==> config.mk <==
export PLATFORM = sky130hd
export DESIGN_NAME = phy_link_ctrl
export DESIGN_NICKNAME = d
export VERILOG_FILES = /design/src/rtl/phy_pkg.sv /design/src/rtl/phy_link_fsm.sv /design/src/rtl/phy_link_ctrl.sv
export SDC_FILE = /design/constraint.sdc
export NUM_CORES = 1
export LEC_CHECK = 0
export CAP_MARGIN = 20
export CELL_PAD_IN_SITES_DETAIL_PLACEMENT = 1
export CELL_PAD_IN_SITES_GLOBAL_PLACEMENT = 1
export CORE_UTILIZATION = 39
export DETAILED_ROUTE_END_ITERATION = 8
export PLACE_DENSITY_LB_ADDON = 0.1
export SLEW_MARGIN = 10
export SYNTH_ARGS = -nofsm -noshare
export SYNTH_HDL_FRONTEND = slang
export SYNTH_SLANG_ARGS = --single-unit
==> constraint.sdc <==
create_clock -name clk_f -period 6.9 [get_ports clk_f]
set_input_delay 1.725 -clock clk_f [delete_from_list [all_inputs] [get_ports clk_f]]
set_output_delay 1.725 -clock clk_f [all_outputs]
set_load 0.005 [all_outputs]
==> src/rtl/phy_pkg.sv <==
// Shared PHY definitions: link-state encoding and transmit-path defaults.
package phy_pkg;

  typedef enum logic [1:0] {
    StDown  = 2'd0,
    StTrain = 2'd1,
    StUp    = 2'd2
  } link_state_e;

  localparam logic [31:0] IdleWordDefault    = 32'hBCBCBCBC;
  localparam int unsigned TrainCyclesDefault = 4;
  localparam int unsigned TrainCntW          = 4;

endpackage

==> src/rtl/phy_link_fsm.sv <==
// Link-state FSM with training counter; flags the TRAIN->UP edge so the
// datapath can realign its stripe pointer.
module phy_link_fsm
  import phy_pkg::*;
#(
  parameter int unsigned TRAIN_CYCLES = TrainCyclesDefault
) (
  input  logic        clk_f,
  input  logic        reset,
  input  logic [1:0]  mask,
  output link_state_e state,
  output logic [1:0]  mask_q,
  output logic        enter_up,
  output logic        link_up
);

  localparam logic [TrainCntW-1:0] CntLast = TrainCntW'(TRAIN_CYCLES - 1);

  link_state_e          state_q, state_d;
  logic [1:0]           mask_r, mask_d;
  logic [TrainCntW-1:0] cnt_q, cnt_d;
  logic                 link_up_q;

  always_comb begin
    state_d  = state_q;
    mask_d   = mask_r;
    cnt_d    = cnt_q;
    enter_up = 1'b0;
    case (state_q)
      StDown: begin
        if (mask != 2'b00) begin
          state_d = StTrain;
          mask_d  = mask;
          cnt_d   = '0;
        end
      end
      StTrain: begin
        if (mask == 2'b00) begin
          state_d = StDown;
          mask_d  = 2'b00;
          cnt_d   = '0;
        end else if (mask != mask_r) begin
          mask_d = mask;
          cnt_d  = '0;
        end else if (cnt_q == CntLast) begin
          state_d  = StUp;
          cnt_d    = '0;
          enter_up = 1'b1;
        end else begin
          cnt_d = cnt_q + 1'b1;
        end
      end
      StUp: begin
        if (mask == 2'b00) begin
          state_d = StDown;
          mask_d  = 2'b00;
        end else if (mask != mask_r) begin
          state_d = StTrain;
          mask_d  = mask;
          cnt_d   = '0;
        end
      end
      default: begin
        state_d = StDown;
        mask_d  = 2'b00;
        cnt_d   = '0;
      end
    endcase
  end

  always_ff @(posedge clk_f or posedge reset) begin
    if (reset) begin
      state_q   <= StDown;
      mask_r    <= 2'b00;
      cnt_q     <= '0;
      link_up_q <= 1'b0;
    end else begin
      state_q   <= state_d;
      mask_r    <= mask_d;
      cnt_q     <= cnt_d;
      link_up_q <= (state_d == StUp);
    end
  end

  assign state   = state_q;
  assign mask_q  = mask_r;
  assign link_up = link_up_q;

endmodule

==> src/rtl/phy_link_ctrl.sv <==
// Lane controller: stripes words across active lanes while the link is up and
// diverts them to the recirculation path otherwise.
module phy_link_ctrl
  import phy_pkg::*;
#(
  parameter int unsigned TRAIN_CYCLES = TrainCyclesDefault,
  parameter logic [31:0] IDLE_WORD    = IdleWordDefault
) (
  input  logic        clk_f,
  input  logic        reset,
  input  logic        active_lane0,
  input  logic        active_lane1,
  input  logic        valid_in,
  input  logic [31:0] data_in,
  output logic        lane0_valid,
  output logic [31:0] lane0_data,
  output logic        lane1_valid,
  output logic [31:0] lane1_data,
  output logic        recirc_valid,
  output logic [31:0] recirc_data,
  output logic        link_up,
  output logic [1:0]  state,
  output logic [15:0] words_sent
);

  link_state_e fsm_state;
  logic [1:0]  mask_q;
  logic        enter_up;

  phy_link_fsm #(
    .TRAIN_CYCLES(TRAIN_CYCLES)
  ) u_fsm (
    .clk_f   (clk_f),
    .reset   (reset),
    .mask    ({active_lane1, active_lane0}),
    .state   (fsm_state),
    .mask_q  (mask_q),
    .enter_up(enter_up),
    .link_up (link_up)
  );

  logic        ptr_q, ptr_d;
  logic [15:0] ws_q, ws_d;
  logic        l0v_q, l0v_d, l1v_q, l1v_d, rv_q, rv_d;
  logic [31:0] l0d_q, l0d_d, l1d_q, l1d_d, rd_q, rd_d;

  // Routing keys off the pre-edge state so a word arriving on a transition
  // cycle follows the old link state.
  always_comb begin
    l0v_d = 1'b0;
    l0d_d = IDLE_WORD;
    l1v_d = 1'b0;
    l1d_d = IDLE_WORD;
    rv_d  = 1'b0;
    rd_d  = '0;
    ptr_d = ptr_q;
    ws_d  = ws_q;
    if (enter_up) ptr_d = 1'b0;
    if (valid_in) begin
      if (fsm_state != StUp) begin
        rv_d = 1'b1;
        rd_d = data_in;
      end else begin
        ws_d = ws_q + 16'd1;
        case (mask_q)
          2'b11: begin
            if (ptr_q) begin
              l1v_d = 1'b1;
              l1d_d = data_in;
            end else begin
              l0v_d = 1'b1;
              l0d_d = data_in;
            end
            ptr_d = ~ptr_q;
          end
          2'b10: begin
            l1v_d = 1'b1;
            l1d_d = data_in;
          end
          default: begin
            l0v_d = 1'b1;
            l0d_d = data_in;
          end
        endcase
      end
    end
  end

  always_ff @(posedge clk_f or posedge reset) begin
    if (reset) begin
      ptr_q <= 1'b0;
      ws_q  <= '0;
      l0v_q <= 1'b0;
      l0d_q <= IDLE_WORD;
      l1v_q <= 1'b0;
      l1d_q <= IDLE_WORD;
      rv_q  <= 1'b0;
      rd_q  <= '0;
    end else begin
      ptr_q <= ptr_d;
      ws_q  <= ws_d;
      l0v_q <= l0v_d;
      l0d_q <= l0d_d;
      l1v_q <= l1v_d;
      l1d_q <= l1d_d;
      rv_q  <= rv_d;
      rd_q  <= rd_d;
    end
  end

  assign lane0_valid  = l0v_q;
  assign lane0_data   = l0d_q;
  assign lane1_valid  = l1v_q;
  assign lane1_data   = l1d_q;
  assign recirc_valid = rv_q;
  assign recirc_data  = rd_q;
  assign words_sent   = ws_q;
  assign state        = fsm_state;

endmodule

==> flow_metrics.py, run 1 <==
metrics = {
    "status": {
        "status": "complete, but fails checks",
        "violations": "design-rule violations",
    },
    "setup_path": {
        "slowest_stage": "and2_1",
        "critPathMaxStageDelay_ps": 720,
        "r2r_setup_slack_ps": 4460,
        "required_ps": 7200,
        "path_cells": "clkdlybuf4s50_1 -> and2_1 -> and2_1 -> nand2b_1",
        "path_max_fanout": 21,
        "crit_type": "in2reg",
        "crit_path_start_kind": "input port",
        "crit_top_cell": "and2_1",
        "end_kind": "register",
        "worst-r2r-cell-count": 5,
        "timing.rr.start": "u_fsm.state[0]$_DFF_PP0_",
        "crit_buf_inv": 1,
        "rr_endpoint": "lane1_data[7]$_DFF_PP1_",
        "startpoint": "valid_in",
        "crit_family": "simple AND/OR/NAND/NOR gates",
        "cp.arrival_ps": 3630,
    },
    "floorplan": {
        "die_w_um": 111.7,
        "fp-row-count": 39,
        "die_area_um2": 12480,
        "die_h_um": 111.7,
        "initial_core_util_pct": 40.60,
        "ios": 155,
        "coreArea_um2": 11560,
    },
    "clock_network": {
        "cts_sinks": 125,
        "htree_num_levels": 4,
        "hold_buffers": 0,
        "path_clk_slew_ps": 50,
        "clockRootBuffer": "clkbuf_16",
        "cts.path.max_buffers": 2,
        "clk_latency_ps": 410,
        "cts_tree": "yes",
        "cts_setup_buffers": 0,
        "cts_buffers": 17,
        "cts_resized": 0,
    },
    "pwr": {
        "intPower_mw": 1.406,
        "power_per_cell_area_nw_per_um2": 265.9,
        "p_seq_share_pct": 42.5,
        "switching_power_uw": 433.2,
        "p_leak_nw": 2.964,
        "swShare_pct": 23.56,
        "pwr-share-comb_pct": 11.4,
        "vdd_drop_max_mv": 0.1245,
        "power_frac_clock_pct": 46.1,
        "total_power_mw": 1.839,
    },
    "timing": {
        "tightest_slew_ps": 927.1,
        "hold_viol": 0,
        "clock.fmax_mhz": 300.7,
        "post-route-period-util_pct": 48.20,
        "period_needed_ps": 3326,
        "slew_headroom_pct": 38.20,
        "final_max_slew_viol_count": 0,
        "fin_tns_setup_ps": 0,
        "skew_ps": 7.281,
        "setup_viol": 0,
        "rsz0062_at_grt": "false",
    },
    "hold_path": {
        "hold_start": "words_sent[15]$_DFFE_PP0P_",
        "whs_path_depth": 1,
        "min_to": "words_sent[15]$_DFFE_PP0P_",
        "holdCritPathClass": "reg2reg",
    },
    "drt": {
        "drt_iter0_drc": 164,
        "via_per_inst": 4.872,
        "vias": 3245,
        "dr.pass1.iters": 6,
        "drc_errors": 14,
        "ant_nets": 0,
        "wire_per_inst_um": 17.72,
        "drt-total-wl_um": 11800,
    },
    "synth": {
        "postSynthCellCount": 352,
        "synth_area_um2": 4696,
        "yosysWarnings": 0,
        "seq_area_frac_synth_pct": 67.68,
        "ys_types": 45,
        "synth_seq_cells": 125,
        "syn_nets": 395,
        "synth.avg_cell_area_um2": 13.34,
    },
    "layout": {
        "fillerInstances": 1182,
        "diodes": 0,
        "syn_to_final_growth_pct": 47.27,
        "drive_gt1_share_pct": 15.87,
        "final_common_cell": "clkdlybuf4s50_1",
        "finish.instance_area_um2": 6915,
        "layout_common_cells": "154 x clkdlybuf4s50_1, 85 x dfrtp_1, 47 x and2_1",
        "nets": 553,
    },
    "placement": {
        "place_hpwl_um": 8164,
        "gp_congestion": 0.7638,
        "dpl_cell_area_um2": 6350,
        "io_buffer_count": 154,
    },
    "global_routing": {
        "grt_first_pass_wirelength_um": 19420,
        "grt-ovfl-total": 0,
        "track_usage_pct": 20.68,
        "antenna_found_initial": 0,
        "grt_pass1_vias": 3587,
        "grt_max_degree": 81,
    },
    "run": {
        "drv_cap": 0,
    },
}
-- stage by stage --
stage / std cells / util (%) / hold WS [ps] / setup WS (ps)
global placement: 634 / 54.91 / 461.5 / 3199
finish: 666 / 59.80 / 473.7 / 3574
CTS: 666 / 59.80 / 483.9 / 3515
detailed placement: 634 / 54.91 / 475.8 / 3090
global route: 666 / 59.80 / 511.7 / 3437
floorplan: 352 / - / 468.3 / 1914
-- power by group through the flow --
stage / combinational [mW] / sequential, mW / clock [mW]
floorplan: 0.140 / 0.780 / 0
global placement: 0.203 / 0.791 / 0
detailed placement: 0.210 / 0.794 / 0
CTS: 0.214 / 0.782 / 0.866
global route: 0.231 / 0.785 / 0.896
finish: 0.209 / 0.782 / 0.847
-- sequential cells by signal (all words and copies together) (netlist names), 2 cells and up --
register,count
lane1_data,32
u_fsm.cnt_q,4
u_fsm.state,2
words_sent,16
lane0_data,32
recirc_data,32
u_fsm.mask_q,2
-- kinds of logic (layout without fill, tap and decap cells) --
family,Yosys count,after routing,synth area share (%)
and+or+nand+nor,153,153,20.09
AOI/OAI and AO/OA,18,18,3.144
muxes,5,5,1.199
DFF,125,125,67.68
adders and majority gates,6,6,1.599
buffers and inverters,28,199,2.798
xor gates and xnor gates,17,17,3.491
-- final cells by class --
class / count / area, µm² / area share [%]
clock inverters: 5 / 82.58 / 1.194
well taps: 143 / 178.9 / 2.587
repair buffers: 157 / 1564 / 22.62
clock buffers: 27 / 483.0 / 6.984
flip-flops and latches: 125 / 3178 / 45.96
multi-input cells: 199 / 1389 / 20.08
inverters: 10 / 40.04 / 0.5790
-- how the worst max path moves through the flow --
| stage | cells past startpoint | slack, ps | to |
|---|---|---|---|
| detailed placement | 4 | 3090 | lane1_data[21]$_DFF_PP1_ |
| floorplan | 1 | 1910 | lane0_data[0]$_DFF_PP0_ |
| global route | 4 | 3440 | lane1_data[21]$_DFF_PP1_ |
| global placement | 4 | 3200 | lane1_data[23]$_DFF_PP1_ |
| CTS | 4 | 3510 | lane1_data[7]$_DFF_PP1_ |
| finish | 4 | 3570 | lane1_data[7]$_DFF_PP1_ |
-- routing by layer --
metal / vias to the layer above / GRT usage (%) / routed length [µm]
met5: - / 0 / 0
met1: 1642 / 24.16 / 4801
met2: 109 / 34.74 / 5943
met4: 0 / 9.009 / 254
met3: 18 / 6.859 / 805
li1: 1476 / - / -
-- cell usage after synthesis, drive strengths merged --
master	count	share of area (%)
nand3b	1	0.16
mux2i	3	0.64
and3b	1	0.19
ha	6	1.6
o311ai	1	0.19
o21ai	1	0.11
a221o	1	0.21
or3	21	2.8
and3	14	1.9
nand2	15	1.3
nand2b	23	3.2
nor3b	3	0.80
o21bai	1	0.16
a21oi	6	0.88
nor2b	1	0.13
or2b	1	0.16
or2	1	0.13
and2	47	6.3
dfstp	40	22
nor3	2	0.43
buf	7	1.1
nor2	6	0.48
a221oi	1	0.32
nand3	9	0.96
mux2	2	0.56
dfrtp	85	45
a2bb2oi	1	0.19
a2111oi	2	0.37
a21o	1	0.16
xnor2	14	2.8
nor4bb	1	0.21
nand4	5	0.67
xor2	3	0.72
o2bb2ai	3	0.56
clkbuf	11	0.88
and4	2	0.37
inv	10	0.80
-- worst reg2reg max path: cells and delay by family, from the launching register on --
family	cells	cell delay (ps)
flip-flops	1	440
AND/OR/NAND/NOR	3	1420
buffers and inverters	1	110
adder cells (fa/ha/maj)	1	370
(Power assumes the default switching activity.)
==> run 2, diff against run 1 <==
--- a/config.mk
+++ b/config.mk
@@ -8,7 +8,7 @@
 export CAP_MARGIN = 20
 export CELL_PAD_IN_SITES_DETAIL_PLACEMENT = 1
 export CELL_PAD_IN_SITES_GLOBAL_PLACEMENT = 1
-export CORE_UTILIZATION = 39
+export CORE_UTILIZATION = 36
 export DETAILED_ROUTE_END_ITERATION = 8
 export PLACE_DENSITY_LB_ADDON = 0.1
 export SLEW_MARGIN = 10
==> constraint.sdc (replaced) <==
create_clock -name clk_f -period 3.1 [get_ports clk_f]
set_input_delay 0.775 -clock clk_f [delete_from_list [all_inputs] [get_ports clk_f]]
set_output_delay 0.775 -clock clk_f [all_outputs]
set_load 0.005 [all_outputs]
==> flow_metrics.py, run 2 (same netlist as run 1, synthesis figures left out) <==
metrics = {
    "status": {
        "status": "completed",
    },
    "pwr": {
        "vdd_drop_max_mv": 0.2782,
        "power_per_cell_area_nw_per_um2": 594.5,
        "switching_power_uw": 985.7,
        "p_seq_share_pct": 41.5,
        "power_frac_clock_pct": 47.3,
        "p_leak_nw": 3.038,
        "swShare_pct": 23.46,
        "total_power_mw": 4.201,
        "pwr-share-comb_pct": 11.2,
        "intPower_mw": 3.215,
    },
    "setup_path": {
        "crit_top_cell": "o2bb2ai_1",
        "critPathMaxStageDelay_ps": 590,
        "worst-r2r-cell-count": 6,
        "r2r_setup_slack_ps": 1060,
        "crit_buf_inv": 1,
        "crit_family": "compound AO/OA/AOI/OAI gates",
        "cp.arrival_ps": 2540,
        "slowest_stage": "clkdlybuf4s50_1",
        "path_cells": "clkdlybuf4s50_1 -> nor4bb_1 -> o2bb2ai_1 -> a2111oi_0 -> o2bb2ai_1",
        "rr_endpoint": "words_sent[15]$_DFFE_PP0P_",
        "required_ps": 3380,
        "end_kind": "register",
        "crit_path_start_kind": "input port",
        "crit_type": "in2reg",
        "path_max_fanout": 10,
        "timing.rr.start": "u_fsm.state[0]$_DFF_PP0_",
    },
    "timing": {
        "clock.fmax_mhz": 441.8,
        "slew_headroom_pct": 60.17,
        "post-route-period-util_pct": 73.02,
        "hold_viol": 0,
        "setup_viol": 0,
        "holdWs_ps": 475.8,
        "rsz0062_at_grt": "false",
        "tightest_slew_ps": 597.5,
        "fin_tns_setup_ps": 0,
        "final_max_slew_viol_count": 0,
        "skew_ps": 6.165,
        "period_needed_ps": 2264,
    },
    "hold_path": {
        "min_to": "words_sent[15]$_DFFE_PP0P_",
        "holdCritPathClass": "reg2reg",
        "whs_path_depth": 1,
        "hold_start": "words_sent[15]$_DFFE_PP0P_",
    },
    "drt": {
        "top_layer": "met4",
        "wire_per_inst_um": 17.33,
        "via_per_inst": 4.595,
        "wl_met3_um": 725,
        "drc_errors": 0,
        "ant_nets": 0,
        "routed-wl-met2_um": 6349,
        "dr.pass1.iters": 4,
        "drt-total-wl_um": 12170,
        "vias": 3226,
        "wl_met1_um": 4854,
        "drt_iter0_drc": 103,
    },
    "clock_network": {
        "htree_num_levels": 4,
        "cts_setup_buffers": 0,
        "path_clk_slew_ps": 50,
        "cts_sinks": 125,
        "cts_resized": 0,
        "clk_latency_ps": 410,
        "cts_tree": "yes",
        "cts_buffers": 17,
        "clockRootBuffer": "clkbuf_16",
        "hold_buffers": 0,
        "cts.path.max_buffers": 2,
    },
    "floorplan": {
        "die_h_um": 116.2,
        "fp-row-count": 41,
        "die_w_um": 116.2,
        "die_area_um2": 13500,
        "initial_core_util_pct": 37.06,
        "ios": 155,
        "coreArea_um2": 12670,
    },
    "layout": {
        "syn_to_final_growth_pct": 50.49,
        "drive_gt1_share_pct": 17.92,
        "nets": 560,
        "layout_common_cells": "154 x clkdlybuf4s50_1, 85 x dfrtp_1, 47 x and2_1",
        "diodes": 0,
        "finish.instance_area_um2": 7067,
        "final_common_cell": "clkdlybuf4s50_1",
    },
    "placement": {
        "dpl_cell_area_um2": 6465,
        "place_hpwl_um": 8544,
        "gp_congestion": 0.8203,
        "io_buffer_count": 154,
    },
    "global_routing": {
        "grt_pass1_vias": 3462,
        "grt-ovfl-total": 0,
        "grt_max_degree": 55,
        "track_usage_pct": 19.59,
        "grt_first_pass_wirelength_um": 19190,
        "antenna_found_initial": 0,
    },
    "run": {
        "drv_cap": 0,
    },
}
==> run 2: cell types whose count changed in the layout (fill, tap and decap cells not counted), sizes merged <==
cell	change
clkinv	+3
clkinvlp	-1
inv	-1
clkbuf	-1
buf	+7
==> run 2: worst max path at each step <==
stage | slack [ps] | endpoint | startpoint | depth (start not counted)
floorplan | 820 | lane0_data[0]$_DFF_PP0_ | reset | 1
global placement | 520 | ptr_q$_DFF_PP0_ | active_lane0 | 5
detailed placement | 410 | u_fsm.cnt_q[3]$_DFFE_PP0P_ | active_lane0 | 5
CTS | 830 | lane1_data[21] | lane1_data[21]$_DFF_PP1_ | 1
global route | 570 | u_fsm.cnt_q[2]$_DFFE_PP0P_ | active_lane0 | 5
finish | 840 | u_fsm.cnt_q[3]$_DFFE_PP0P_ | active_lane1 | 5
==> run 2: final cells by class <==
type | instances | area (µm²)
fillers | 1329 | 5604
flip-flops and latches | 125 | 3178
repair buffers | 164 | 1642
multi-input cells | 199 | 1389
clock buffers | 26 | 519.2
well taps | 172 | 215.2
clock inverters | 6 | 82.58
inverters | 10 | 41.29
==> run 2: metal layers <==
| layer | track usage [%] | vias to the layer above |
|---|---|---|
| met4 | 9.316 | 0 |
| li1 | - | 1485 |
| met1 | 21.81 | 1612 |
| met5 | 0 | - |
| met2 | 34.05 | 108 |
| met3 | 6.279 | 21 |
==> run 2: stage by stage <==
stage / std cells / setup slack, ps / util (%)
6_report: 702 / 836.4 / 55.77
5_1_grt: 702 / 574.6 / 55.77
4_1_cts: 702 / 828.3 / 55.77
3_5_place_dp: 670 / 409.1 / 51.02
3_3_place_gp: 670 / 521.9 / 51.02
2_1_floorplan: 352 / 818.4 / -
==> run 2: power by group through the flow <==
stage	combinational (mW)	clock, mW	sequential [mW]
floorplan	0.313	0	1.74
global placement	0.471	0	1.77
detailed placement	0.479	0	1.77
CTS	0.481	2.03	1.74
global route	0.529	2.09	1.75
finish	0.472	1.99	1.74
